===== config.mk =====
export PLATFORM = sky130hd
export DESIGN_NAME = i2s_in_receiver_flat
export DESIGN_NICKNAME = d
export VERILOG_FILES = /design/src/rtl/i2s_in_receiver_if.sv /design/src/rtl/i2s_in_receiver.sv /design/src/flat_wrapper.sv
export SDC_FILE = /design/constraint.sdc
export NUM_CORES = 1
export LEC_CHECK = 0
export CAP_MARGIN = 20
export CORE_ASPECT_RATIO = 1.1
export CORE_MARGIN = 2
export CORE_UTILIZATION = 60
export CTS_CLUSTER_DIAMETER = 40
export DETAILED_ROUTE_END_ITERATION = 8
export PLACE_DENSITY = 0.91
export SYNTH_ARGS = -nofsm -noshare
export SYNTH_HDL_FRONTEND = slang
export SYNTH_SLANG_ARGS = --single-unit

===== constraint.sdc =====
create_clock -name clk -period 7.6 [get_ports clk]
set_input_delay 0.76 -clock clk [delete_from_list [all_inputs] [get_ports clk]]
set_output_delay 0.76 -clock clk [all_outputs]
set_load 0.005 [all_outputs]

===== src/rtl/i2s_in_receiver_if.sv =====
// rtl/i2s_in_receiver_if.sv - I2S input pins and PCM sample outputs of the receiver
interface i2s_in_receiver_if #(
  parameter int SAMPLE_BITS = 16
);
  logic                   i2s_sclk;
  logic                   i2s_ws;
  logic                   i2s_sdi;
  logic [SAMPLE_BITS-1:0] left_out;
  logic [SAMPLE_BITS-1:0] right_out;
  logic                   sample_valid;
  logic                   active;
  logic                   short_word;

  // master drives the I2S pins and consumes samples
  modport master (
    output i2s_sclk, i2s_ws, i2s_sdi,
    input  left_out, right_out, sample_valid, active, short_word
  );

  // slave is the receiver itself
  modport slave (
    input  i2s_sclk, i2s_ws, i2s_sdi,
    output left_out, right_out, sample_valid, active, short_word
  );
endinterface


===== src/rtl/i2s_in_receiver.sv =====
// rtl/i2s_in_receiver.sv - I2S serial input to parallel L/R PCM samples in the core clock domain
module i2s_in_receiver #(
  parameter int SAMPLE_BITS = 16,
  parameter int SYNC_STAGES = 2,
  parameter int TIMEOUT     = 4096
) (
  input  logic               clk,
  input  logic               reset,
  i2s_in_receiver_if.slave   bus
);
  localparam int CW = $clog2(SAMPLE_BITS + 1);
  localparam int WW = $clog2(TIMEOUT + 1);
  localparam logic [CW-1:0] SB_W = CW'(SAMPLE_BITS);
  localparam logic [WW-1:0] TO_W = WW'(TIMEOUT);

  localparam logic [0:0] IDLE = 1'b0;
  localparam logic [0:0] RUN  = 1'b1;

  logic [SYNC_STAGES-1:0] sclk_sync_q, ws_sync_q, sdi_sync_q;
  logic                   sclk_prev_q;
  logic                   sclk_s, ws_s, sdi_s;
  logic                   sclk_rise, ws_edge;

  logic [0:0]             state_q, state_d;
  logic [SAMPLE_BITS-1:0] shift_q, shift_d, shift_n;
  logic [CW-1:0]          cnt_q, cnt_d, cnt_n;
  logic                   ws_prev_q, ws_prev_d;
  // ws_prev is only meaningful once a bit clock edge has been seen since reset/timeout
  logic                   ws_seen_q, ws_seen_d;
  logic [SAMPLE_BITS-1:0] left_hold_q, left_hold_d;
  logic [SAMPLE_BITS-1:0] left_q, left_d, right_q, right_d;
  logic                   valid_q, valid_d;
  logic                   active_q, active_d;
  logic                   short_q, short_d;
  logic [WW-1:0]          wd_q, wd_d;
  logic [SAMPLE_BITS-1:0] word;
  logic [CW-1:0]          pad;

  assign sclk_s    = sclk_sync_q[SYNC_STAGES-1];
  assign ws_s      = ws_sync_q[SYNC_STAGES-1];
  assign sdi_s     = sdi_sync_q[SYNC_STAGES-1];
  assign sclk_rise = sclk_s & ~sclk_prev_q;
  assign ws_edge   = sclk_rise & ws_seen_q & (ws_s != ws_prev_q);

  // Synchronise the asynchronous I2S pins and remember the previous synced bit clock
  always_ff @(posedge clk) begin
    if (reset) begin
      sclk_sync_q <= '0;
      ws_sync_q   <= '0;
      sdi_sync_q  <= '0;
      sclk_prev_q <= 1'b0;
    end else begin
      sclk_sync_q <= {sclk_sync_q[SYNC_STAGES-2:0], bus.i2s_sclk};
      ws_sync_q   <= {ws_sync_q[SYNC_STAGES-2:0], bus.i2s_ws};
      sdi_sync_q  <= {sdi_sync_q[SYNC_STAGES-2:0], bus.i2s_sdi};
      sclk_prev_q <= sclk_s;
    end
  end

  // Framing, word assembly, pair emission and loss-of-clock watchdog
  always_comb begin
    state_d     = state_q;
    shift_d     = shift_q;
    cnt_d       = cnt_q;
    ws_prev_d   = ws_prev_q;
    ws_seen_d   = ws_seen_q;
    left_hold_d = left_hold_q;
    left_d      = left_q;
    right_d     = right_q;
    valid_d     = 1'b0;
    active_d    = active_q;
    short_d     = short_q;
    wd_d        = wd_q;

    // bits past SAMPLE_BITS are dropped; bit count saturates
    if (cnt_q < SB_W) begin
      shift_n = {shift_q[SAMPLE_BITS-2:0], sdi_s};
      cnt_n   = cnt_q + 1'b1;
    end else begin
      shift_n = shift_q;
      cnt_n   = cnt_q;
    end
    // left-align a short word, zero filling the LSBs
    pad  = SB_W - cnt_n;
    word = shift_n << pad;

    if (sclk_rise) begin
      wd_d      = '0;
      ws_prev_d = ws_s;
      ws_seen_d = 1'b1;
      if (state_q == IDLE) begin
        if (ws_edge) begin
          state_d = RUN;
          shift_d = '0;
          cnt_d   = '0;
        end
      end else if (ws_edge) begin
        // the bit on the ws transition is the LSB of the outgoing word
        shift_d  = '0;
        cnt_d    = '0;
        active_d = 1'b1;
        if (cnt_n < SB_W) short_d = 1'b1;
        if (ws_prev_q) begin
          right_d = word;
          left_d  = left_hold_q;
          valid_d = 1'b1;
        end else begin
          left_hold_d = word;
        end
      end else begin
        shift_d = shift_n;
        cnt_d   = cnt_n;
      end
    end else if (wd_q == TO_W) begin
      state_d   = IDLE;
      active_d  = 1'b0;
      ws_seen_d = 1'b0;
    end else begin
      wd_d = wd_q + 1'b1;
    end
  end

  // State and output registers
  always_ff @(posedge clk) begin
    if (reset) begin
      state_q     <= IDLE;
      shift_q     <= '0;
      cnt_q       <= '0;
      ws_prev_q   <= 1'b0;
      ws_seen_q   <= 1'b0;
      left_hold_q <= '0;
      left_q      <= '0;
      right_q     <= '0;
      valid_q     <= 1'b0;
      active_q    <= 1'b0;
      short_q     <= 1'b0;
      wd_q        <= '0;
    end else begin
      state_q     <= state_d;
      shift_q     <= shift_d;
      cnt_q       <= cnt_d;
      ws_prev_q   <= ws_prev_d;
      ws_seen_q   <= ws_seen_d;
      left_hold_q <= left_hold_d;
      left_q      <= left_d;
      right_q     <= right_d;
      valid_q     <= valid_d;
      active_q    <= active_d;
      short_q     <= short_d;
      wd_q        <= wd_d;
    end
  end

  assign bus.left_out     = left_q;
  assign bus.right_out    = right_q;
  assign bus.sample_valid = valid_q;
  assign bus.active       = active_q;
  assign bus.short_word   = short_q;
endmodule


===== src/flat_wrapper.sv =====
// flat-port wrapper written by rule: the top's interface ports become plain ports
module i2s_in_receiver_flat 
#(
  parameter int SAMPLE_BITS = 16,
  parameter int SYNC_STAGES = 2,
  parameter int TIMEOUT     = 4096
)
  (clk, reset, bus_i2s_sclk, bus_i2s_ws, bus_i2s_sdi, bus_left_out, bus_right_out, bus_sample_valid, bus_active, bus_short_word);
  i2s_in_receiver_if #(.SAMPLE_BITS(SAMPLE_BITS)) bus_i ();
  input  logic clk;
  input  logic reset;
  input wire logic [$bits(bus_i.i2s_sclk)-1:0] bus_i2s_sclk;
  input wire logic [$bits(bus_i.i2s_ws)-1:0] bus_i2s_ws;
  input wire logic [$bits(bus_i.i2s_sdi)-1:0] bus_i2s_sdi;
  output wire logic [$bits(bus_i.left_out)-1:0] bus_left_out;
  output wire logic [$bits(bus_i.right_out)-1:0] bus_right_out;
  output wire logic [$bits(bus_i.sample_valid)-1:0] bus_sample_valid;
  output wire logic [$bits(bus_i.active)-1:0] bus_active;
  output wire logic [$bits(bus_i.short_word)-1:0] bus_short_word;
  assign bus_i.i2s_sclk = bus_i2s_sclk;
  assign bus_i.i2s_ws = bus_i2s_ws;
  assign bus_i.i2s_sdi = bus_i2s_sdi;
  assign bus_left_out = bus_i.left_out;
  assign bus_right_out = bus_i.right_out;
  assign bus_sample_valid = bus_i.sample_valid;
  assign bus_active = bus_i.active;
  assign bus_short_word = bus_i.short_word;
  i2s_in_receiver #(.SAMPLE_BITS(SAMPLE_BITS), .SYNC_STAGES(SYNC_STAGES), .TIMEOUT(TIMEOUT)) u_core (.clk(clk), .reset(reset), .bus(bus_i));
endmodule

==> results by group, run 1 <==
Synth
  – Synth warn: 0
  – Post-synth top flop: dfxtp_1
  – Mapped Area: 0.00449 mm2
  – EDFF count, synth: 0
  – Top cells by instance count after synthesis: nand2_1 (97), dfxtp_1 (95), a21oi_1 (57)
  – Yosys cell types: 46
  – Most frequent cell after synthesis: nand2_1
  – FF+latch count, synth: 95
  – Asr flop ratio synth: 0%
  – Yosys top cell by area: dfxtp_1
  – Synthesized instance count: between 500 and 600
  – Top cell type's share of synthesized area: 42.3%
  – Part of the Yosys area used for sequential elements: 42.3%
  – Post-Syn Nets: 520
  – Ranking of synthesized cells by area: dfxtp_1 (42%), nand2_1 (8.1%), a21oi_1 (6.4%), mux2i_1 (5.1%), mux4_2 (4.5%)
  – Avg Cell Area, Syn: 8.81 um2

Global route
  – GRT Total Usage: 24.1%
  – First-pass GRT wire length: 15.7 mm
  – GR Overflow Total: 0
  – Largest net degree at the start of global routing: 65
  – Initial antenna violation count: 0
  – Vias in the first global route: approximately 3.4k

Flow run
  – Max-cap violations: 0

Power and ir drop
  – P_leak: 1.85 nW
  – PD cells: about 190 mW/mm2
  – Worst vdd rail ir drop: 89.1 uV

Floorplanning
  – Die Span X: slightly below 90 um
  – Core footprint: 0.00735 mm2
  – Rows: 33
  – Die Height: 94.7 um
  – Top Ports: 40
  – Initial Util: between 60% and 70%
  – Die area: 0.00819 mm2

Clock tree
  – CTS tree: built
  – Clock Latency Late Sink: 0.38 ns
  – Clock Sinks: 95
  – H-tree levels: 3
  – Worst-path clk slew: 0.10 ns
  – CTS root buf: clkbuf_8
  – Post-CTS setup buffers: 0
  – Number of hold buffers added after cts: 0
  – Num CTS Buffers: 9
  – Clock Path Buffers: 2
  – Post-cts resize count: 0

Critical path
  – Crit path max fanout: 27
  – Setup CP Type: reg -> reg
  – CP Data Required Time: 7.92 ns
  – Worst EP arrival: approximately 4.0 ns
  – Crit path capture type: flop
  – R2R setup slack: 3.94 ns
  – Worst Setup Start Kind: flop

Worst hold path
  – Min-delay worst type: reg -> reg

Final layout
  – Multi-input logic area: 0.00239 mm2
  – Layout cells sized above 1: between 10% and 20%
  – Fill cell count: 510
  – Synth-to-Final Area Change: 13.6%
  – FF/Latch Area: approximately 0.0019 mm2
  – Finished layout cell area: 0.00510 mm2
  – Fin nets: 539
  – Number of diodes: 0

STA
  – Final Cycle Share: about half
  – RSZ-0062 raised after global routing: no
  – Tmin final: between 3 and 4 ns
  – Setup violators final: 0
  – Slew Viols, Final: 0
  – Max Freq: ~0.27 GHz
  – Count of final hold-check violations: 0
  – Least-Margin Pin Slew: 1.06 ns
  – Worst Clk Skew: 0.0114 ns
  – Setup TNS Final: 0 ns
  – Post-layout worst setup margin: 3.94 ns
  – Slew HR: between 20% and 30%

Drt
  – DR DRC count: 0
  – Antenna-violating nets left: 0
  – Vias: 3,704
  – Detailed Route WL: 9.68 mm
  – DR pass1 iterations: 5
  – DR vias/cell: a little under 6
  – Drt initial violations: 254
  – Wirelength per Cell: 15.6 um

Place
  – Post-DP Area: 0.00482 mm2
  – IO Port Bufs: 39
  – Pre-CTS setup slack: 4.09 ns
  – DP Wirelength: 6.30 mm
  – Placer Congestion: ~0.97

Status
  – Status: completed
cell families after synthesis:
| kind of cell | share of synthesized area, % |
|---|---|
| buffers and inverters | 4.48 |
| and+or+nand+nor | 21.4 |
| muxes | 12.1 |
| DFF | 42.3 |
| adders and majority gates | 1.39 |
| xor gates and xnor gates | 4.82 |
| AOI/OAI and AO/OA | 13.4 |
per-stage QoR:
stage | util [%] | power (W) | instances | hold slack (ns)
after global routing | 69.4 | 0.000971 | 621 | 0.466
after CTS | 69.1 | 0.000950 | 619 | 0.448
after floorplan | - | 0.000530 | 510 | 0.414
final | 69.4 | 0.000946 | 621 | 0.442
after detailed placement | 65.6 | 0.000535 | 603 | 0.427
after global placement | 65.6 | 0.000534 | 603 | 0.417
sequential cells by signal, summed over array words and instances, names as in the netlist, 5 cells and up:
| signal | flops |
|---|---|
| u_core.wd_q | 13 |
| u_core.bus.left_out | 16 |
| u_core.left_hold_q | 16 |
| u_core.shift_q | 16 |
| u_core.cnt_q | 5 |
| u_core.bus.right_out | 16 |
power by group:
| group | internal (W) | switching, W | total (W) |
|---|---|---|---|
| Combinational | 0.00000744 | 0.0000131 | 0.0000206 |
| Clock | 0.000240 | 0.000182 | 0.000422 |
| Sequential | 0.000501 | 0.00000264 | 0.000503 |
| Total | 0.000748 | 0.000198 | 0.000946 |
cell type report:
| class | count | area share [%] |
|---|---|---|
| timing repair buffer | 43 | 8.29 |
| sequential | 95 | 37.3 |
| clock buffer | 11 | 2.97 |
| multi-input combinational | 375 | 46.8 |
| inverter | 5 | 0.368 |
| tap | 87 | 2.13 |
| clock inverter | 5 | 2.16 |
critical path, cell delays in order, from the launching register on:
cell and delay, ns:
dfxtp_1 1.03, mux2i_1 0.35, ha_1 0.26, xnor2_2 0.16, xor2_1 0.75, mux4_2 0.44, nor4_1 0.37, a21oi_1 0.11
nor2_1 0.11
routing by layer:
layer / global-route usage (%) / vias to the layer above / routed length (um)
met5: 0 / - / 0
li1: - / 1789 / -
met2: 40.7 / 140 / 4860
met1: 29.8 / 1752 / 3970
met3: 5.24 / 23 / 620
met4: 10.0 / 0 / 229
cells in the final DEF, fill, tap and decap left out, types with 7 or more instances in the layout:
cell type and instances:
nand2_1 97, a21oi_1 57, nor2b_1 12, mux2_2 10
dfxtp_1 95, o21ai_0 10, clkbuf_8 11, a211oi_1 9
nand3_1 17, nor3_1 8, mux2i_1 23, clkdlybuf4s50_1 38
mux4_2 9, xor2_1 11, and3_1 7, nor2_1 46
worst paths after layout:
check,start,end,depth (start not counted)
worst max-delay path,u_core.cnt_q[4],u_core.left_hold_q[7],8
worst min-delay path,u_core.sdi_sync_q[0],u_core.sdi_sync_q[1],1
worst max register to register,u_core.cnt_q[4],u_core.left_hold_q[7],8
worst min register to register,u_core.sdi_sync_q[0],u_core.sdi_sync_q[1],1
(Power assumes the default switching activity.)
==> run 2: changes to the inputs <==
--- a/config.mk
+++ b/config.mk
@@ -8,10 +8,10 @@
 export CAP_MARGIN = 20
 export CORE_ASPECT_RATIO = 1.1
 export CORE_MARGIN = 2
-export CORE_UTILIZATION = 60
+export CORE_UTILIZATION = 57
 export CTS_CLUSTER_DIAMETER = 40
 export DETAILED_ROUTE_END_ITERATION = 8
-export PLACE_DENSITY = 0.91
+export PLACE_DENSITY = 0.87
 export SYNTH_ARGS = -nofsm -noshare
 export SYNTH_HDL_FRONTEND = slang
 export SYNTH_SLANG_ARGS = --single-unit
==> constraint.sdc (replaced) <==
create_clock -name clk -period 3.4 [get_ports clk]
set_input_delay 0.34 -clock clk [delete_from_list [all_inputs] [get_ports clk]]
set_output_delay 0.34 -clock clk [all_outputs]
set_load 0.005 [all_outputs]
==> run 2 against run 1 <==
Maximum frequency increased by 21%; first-iteration DRC count decreased by 18%; clock power increased by 53%; final cell count increased by 3.1%; clock skew decreased by 0.00072 ns.
==> results by group, run 2 (synthesis results as in run 1) <==
STA
  – WHS: 0.320 ns (-0.123 ns)
  – Count of final hold-check violations: 0 (unchanged)
  – Slew HR: 52.3% (+23 points)
  – Final Cycle Share: 89.2% (+41 points)
  – RSZ-0062 raised after global routing: no
  – Worst Clk Skew: 0.0107 ns (-0.000717 ns)
  – Setup violators final: 0 (unchanged)
  – Max Freq: 0.330 GHz (+21%)
  – Slew Viols, Final: 0 (unchanged)
  – Least-Margin Pin Slew: 0.716 ns (-0.349 ns)
  – Setup TNS Final: 0 ns (unchanged)
  – Tmin final: 3.03 ns (-0.628 ns)

Drt
  – Drt initial violations: 209 (-18%)
  – Antenna-violating nets left: 0 (unchanged)
  – DR vias/cell: 5.61 (-6.0%)
  – DR DRC count: 0 (unchanged)
  – Vias: 3,589 (-3.1%)
  – Wirelength per Cell: 14.2 um (-8.6%)
  – DR pass1 iterations: 4 (-1)
  – Detailed Route WL: 9.12 mm (-5.8%)

Floorplanning
  – Core footprint: 0.00756 mm2 (+2.8%)
  – Die Span X: 88.6 um (+2.5%)
  – Die Height: 97.1 um (+2.5%)
  – Initial Util: 59.4% (-1.7 points)
  – Top Ports: 40 (unchanged)
  – Rows: 33 (unchanged)
  – Die area: 0.00861 mm2 (+5.0%)

Final layout
  – Most common cell after layout, fill and taps aside: nand2_1
  – Most frequent cells in the layout: nand2_1 (97), dfxtp_1 (95), a21oi_1 (57), nor2_1 (46), clkdlybuf4s50_1 (38)
  – Synth-to-Final Area Change: 12.2%
  – Layout cells sized above 1: 10.5% (+0.17 points)
  – Layout Cells excl Fill: 640 (+3.1%)
  – Number of diodes: 0 (unchanged)
  – Fin nets: 542 (+0.56%)

Critical path
  – CP Data Required Time: 3.69 ns (-4.23 ns)
  – Crit path capture type: flop
  – Crit Reg-Reg Endpoint: u_core.bus.right_out[10]
  – R2R setup slack: 0.37 ns (-3.57 ns)
  – FF-to-FF Start: u_core.cnt_q[0]
  – R2R cell count: 8 (unchanged)
  – Worst Setup Start Kind: flop
  – Crit path max fanout: 11 (-59%)
  – Worst EP arrival: 3.32 ns (-0.66 ns)
  – Setup CP Type: reg -> reg

Worst hold path
  – Hold depth: 2 (+1)
  – Hold_sp: reset
  – Min-delay worst type: in -> reg
  – Hold Path End: u_core.bus.right_out[7]

Clock tree
  – Post-CTS setup buffers: 0 (unchanged)
  – Num CTS Buffers: 9 (unchanged)
  – Clock Path Buffers: 2 (unchanged)
  – H-tree levels: 3 (unchanged)
  – Post-cts resize count: 0 (unchanged)
  – Clock Latency Late Sink: 0.37 ns (about the same)
  – Clock Sinks: 95 (unchanged)
  – CTS tree: built
  – Number of hold buffers added after cts: 0 (unchanged)
  – Worst-path clk slew: 0.09 ns (about the same)
  – CTS root buf: clkbuf_8

Place
  – Inst Count DP: 625 (+3.6%)
  – DP Wirelength: 6.51 mm (+3.5%)
  – IO Port Bufs: 39 (unchanged)
  – Placer Congestion: 0.923 (-4.5%)

Global route
  – First-pass GRT wire length: 15.6 mm (-1.1%)
  – Largest net degree at the start of global routing: 51 (-22%)
  – Initial antenna violation count: 0 (unchanged)
  – GR Overflow Total: 0 (unchanged)
  – GRT Total Usage: 22.1% (-2.0 points)
  – Vias in the first global route: 3,461 (+2.4%)

Power and ir drop
  – P_leak: 1.81 nW (-2.5%)
  – Tot Pwr: 0.00182 W (+92%)
  – PD cells: 360 mW/mm2 (+95%)
  – Worst vdd rail ir drop: 196 uV (+120%)

Status
  – Status: completed

Flow run
  – Max-cap violations: 0 (unchanged)
run 2: where the power goes:
| group | internal (W) | switching, W | leakage [nW] |
|---|---|---|---|
| clock | 0.000259 | 0.000386 | 0.0736 |
| combinational | 0.0000172 | 0.0000298 | 0.967 |
| sequential | 0.00112 | 0.00000591 | 0.767 |
| total | 0.00139 | 0.000422 | 1.81 |
run 2: layout make-up:
cell class | instances | area [um2]
Clock inverter | 5 | 36.3
Clock buffer | 9 | 124
Inverter | 5 | 18.8
Multi-Input combinational cell | 375 | 2390
Fill cell | 596 | 2520
Tap cell | 105 | 131
Sequential cell | 95 | 1900
Timing Repair Buffer | 46 | 438
run 2: worst max path at each step:
| stage | start | endpoint | slack [ns] | cells past startpoint |
|---|---|---|---|---|
| final | u_core.cnt_q[0] | u_core.bus.right_out[10] | 0.37 | 8 |
| after global routing | u_core.cnt_q[0] | u_core.bus.right_out[10] | 0.16 | 8 |
| after CTS | u_core.cnt_q[0] | u_core.bus.right_out[10] | 0.35 | 8 |
| after detailed placement | u_core.cnt_q[0] | u_core.bus.right_out[10] | 0.40 | 8 |
| after global placement | u_core.cnt_q[0] | u_core.bus.right_out[10] | 0.50 | 8 |
| after floorplan | u_core.cnt_q[4] | u_core.bus.right_out[9] | 0.59 | 11 |
run 2: metrics by stage:
step / cell area, um2 / util, % / worst slack, ns
final: 5040 / 66.7 / 0.366
after global routing: 5040 / 66.7 / 0.162
after CTS: 5030 / 66.6 / 0.352
after detailed placement: 4870 / 64.5 / 0.401
after global placement: 4870 / 64.5 / 0.500
after floorplan: 4490 / - / 0.594
run 2: worst max-delay path, stage by stage (launching register included):
cell      delay (ns)
dfxtp_1         0.58
ha_1            0.31
nor2b_2         0.32
xnor2_1         0.10
and3_1          0.19
ha_1            0.37
or2_0           0.42
o32a_1          0.46
a211oi_2        0.21
run 2: per-layer routing:
metal / global-route usage (%) / up-vias / share of wire [%] / wire length, um
li1: - / 1793 / - / -
met1: 28.6 / 1703 / 45 / 4080
met2: 36.8 / 76 / 50 / 4540
met3: 5.01 / 17 / 3.7 / 338
met4: 5.94 / 0 / 1.8 / 163
met5: 0 / - / 0 / 0
==> run 3: changes to the inputs <==
--- a/config.mk
+++ b/config.mk
@@ -5,13 +5,13 @@
 export SDC_FILE = /design/constraint.sdc
 export NUM_CORES = 1
 export LEC_CHECK = 0
-export CAP_MARGIN = 20
+export CAP_MARGIN = 10
 export CORE_ASPECT_RATIO = 1.1
 export CORE_MARGIN = 2
-export CORE_UTILIZATION = 57
+export CORE_UTILIZATION = 52
 export CTS_CLUSTER_DIAMETER = 40
 export DETAILED_ROUTE_END_ITERATION = 8
-export PLACE_DENSITY = 0.87
+export PLACE_DENSITY = 0.73
 export SYNTH_ARGS = -nofsm -noshare
 export SYNTH_HDL_FRONTEND = slang
 export SYNTH_SLANG_ARGS = --single-unit
==> constraint.sdc (replaced) <==
create_clock -name clk -period 2.66 [get_ports clk]
set_input_delay 0.266 -clock clk [delete_from_list [all_inputs] [get_ports clk]]
set_output_delay 0.266 -clock clk [all_outputs]
set_load 0.005 [all_outputs]
==> run 3 against run 2 <==
Maximum frequency grew 17%; sequential share of layout area shrank 2.1 points; first-iteration DRC count grew 15%; clock skew is essentially flat; die area grew 9.2%; largest cell class unchanged; combinational power grew 32%; worst hold slack lost 0.041 ns; register-to-register slack lost 0.29 ns; routed wire length grew 4.1%; via count is essentially flat; global-route usage shrank 1.2 points.
==> results by group, run 3 (synthesis results as in run 1) <==
STA
  – Worst Clk Skew: 0.0104 ns (-0.000306 ns)
  – Least-Margin Pin Slew: 0.720 ns (+0.00378 ns)
  – Final Cycle Share: 97.1% (+7.9 points)
  – Tmin final: 2.58 ns (-0.450 ns)
  – Max Freq: 0.387 GHz (+17%)
  – Slew Viols, Final: 0 (unchanged)
  – Slew HR: 52.0% (-0.30 points)
  – Count of final hold-check violations: 0 (unchanged)
  – Post-layout worst setup margin: 0.0764 ns (-0.290 ns)
  – WHS: 0.278 ns (-0.0412 ns)
  – Setup violators final: 0 (unchanged)

Critical path
  – Crit path max fanout: 3 (-8)
  – Setup CP Type: reg -> reg
  – Crit path capture type: flop
  – Worst EP arrival: 2.87 ns (-0.45 ns)
  – CP Data Required Time: 2.95 ns (-0.74 ns)
  – Worst Setup Start Kind: flop

Floorplanning
  – Rows: 35 (+6.1%)
  – Die Height: 101 um (+4.5%)
  – Top Ports: 40 (unchanged)
  – Core footprint: 0.00836 mm2 (+11%)
  – Initial Util: 53.7% (-5.7 points)
  – Die Span X: 92.6 um (+4.5%)
  – Die area: 0.00940 mm2 (+9.2%)

Drt
  – Antenna-violating nets left: 0 (unchanged)
  – DR vias/cell: 5.37 (-4.2%)
  – Highest routed layer: met4
  – Wirelength per Cell: 14.2 um (-0.29%)
  – DR DRC count: 0 (unchanged)
  – DR pass1 iterations: 4 (unchanged)
  – Vias: 3,588 (-0.028%)
  – Metal-1 WL: 4.48 mm (+9.9%)
  – Met3 wire len: 432 um (+28%)
  – Detailed Route WL: 9.49 mm (+4.1%)
  – Routed wl met2: 4.35 mm (-4.1%)
  – Drt initial violations: 240 (+15%)

Global route
  – Initial antenna violation count: 0 (unchanged)
  – GR Overflow Total: 0 (unchanged)
  – Vias in the first global route: 3,284 (-5.1%)
  – GRT Total Usage: 20.9% (-1.2 points)
  – First-pass GRT wire length: 15.8 mm (+1.3%)
  – Largest net degree at the start of global routing: 36 (-29%)

Final layout
  – Most frequent cells in the layout: nand2_1 (97), dfxtp_1 (94), a21oi_1 (57), nor2_1 (46), clkdlybuf4s50_1 (38)
  – Most common cell after layout, fill and taps aside: nand2_1
  – Synth-to-Final Area Change: 18.8%
  – FF/Latch Area: 0.00190 mm2 (about the same)
  – Number of diodes: 0 (unchanged)
  – Fin nets: 562 (+3.7%)
  – Fill cell count: 714 (+20%)
  – Layout cells sized above 1: 15.4% (+5.0 points)
  – Layout Cells excl Fill: 668 (+4.4%)
  – Multi-input logic area: 0.00245 mm2 (+2.7%)

Clock tree
  – Clock Sinks: 95 (unchanged)
  – Number of hold buffers added after cts: 0 (unchanged)
  – CTS root buf: clkbuf_8
  – Worst-path clk slew: 0.09 ns (about the same)
  – Clock Latency Late Sink: 0.36 ns (about the same)
  – CTS tree: built
  – H-tree levels: 3 (unchanged)
  – Clock Path Buffers: 2 (unchanged)
  – Num CTS Buffers: 9 (unchanged)

Power and ir drop
  – P_leak: 1.95 nW (+8.1%)
  – PD cells: 479 mW/mm2 (+33%)
  – Worst vdd rail ir drop: 336 uV (+71%)

Flow run
  – Max-cap violations: 0 (unchanged)

Place
  – Placer Congestion: 0.863 (-6.5%)
  – IO Port Bufs: 39 (unchanged)
  – Pre-CTS setup slack: 0.0837 ns (-0.317 ns)
  – DP Wirelength: 6.64 mm (+1.9%)
  – Inst Count DP: 645 (+3.2%)

Worst hold path
  – Min-delay worst type: in -> reg

Status
  – Status: completed
-- run 3: layout make-up --
cell class,count,area share [%]
multi-input cells,375,46.0
flip-flops and latches,95,35.7
repair buffers,66,11.2
well taps,111,2.60
clock buffers,9,2.32
clock inverters,7,1.92
inverters,5,0.352
-- run 3: critical path, stage by stage (launching register included) --
cell      delay, ns
dfxtp_1        0.38
ha_4           0.22
mux2i_2        0.21
ha_2           0.27
xnor2_4        0.17
xnor2_4        0.17
buf_6          0.13
mux4_2         0.49
o22a_1         0.26
a211oi_2       0.21
-- run 3: metrics by stage --
stage               power (W)  setup TNS, ns  area, um2  utilization (%)
finish                0.00256              0       5340             63.8
global route          0.00265         -0.114       5340             63.8
CTS                   0.00258              0       5220             62.4
detailed placement    0.00153              0       4990             59.7
global placement      0.00153              0       4990             59.7
floorplan             0.00151       -0.00532       4500                -
-- run 3: worst paths after layout --
path,startpoint,end,slack [ns],cells after the start
worst min register to register,u_core.sdi_sync_q[0],u_core.sdi_sync_q[1],0.45,1
worst max-delay path,u_core.cnt_q[0],u_core.bus.right_out[13],0.08,9
worst min-delay path,reset,u_core.left_hold_q[4],0.28,2
worst max register to register,u_core.cnt_q[0],u_core.bus.right_out[13],0.08,9
-- run 3: where the power goes --
part | switching [W] | internal (W)
clock network | 0.000515 | 0.000541
logic | 0.0000386 | 0.0000233
registers | 0.00000808 | 0.00143
-- run 3: per-layer routing --
layer  global-route usage [%]  vias up
met3                     4.09       13
met1                     28.3     1660
met4                     9.62        0
li1                         -     1830
met2                     32.8       85
met5                        0        -
-- run 3: what timing repair did --
action,CTS,global route
endpoints found under the setup margin,0,21
setup buffers,0,6
gates resized for setup,0,13
hold endpoints to repair,0,0
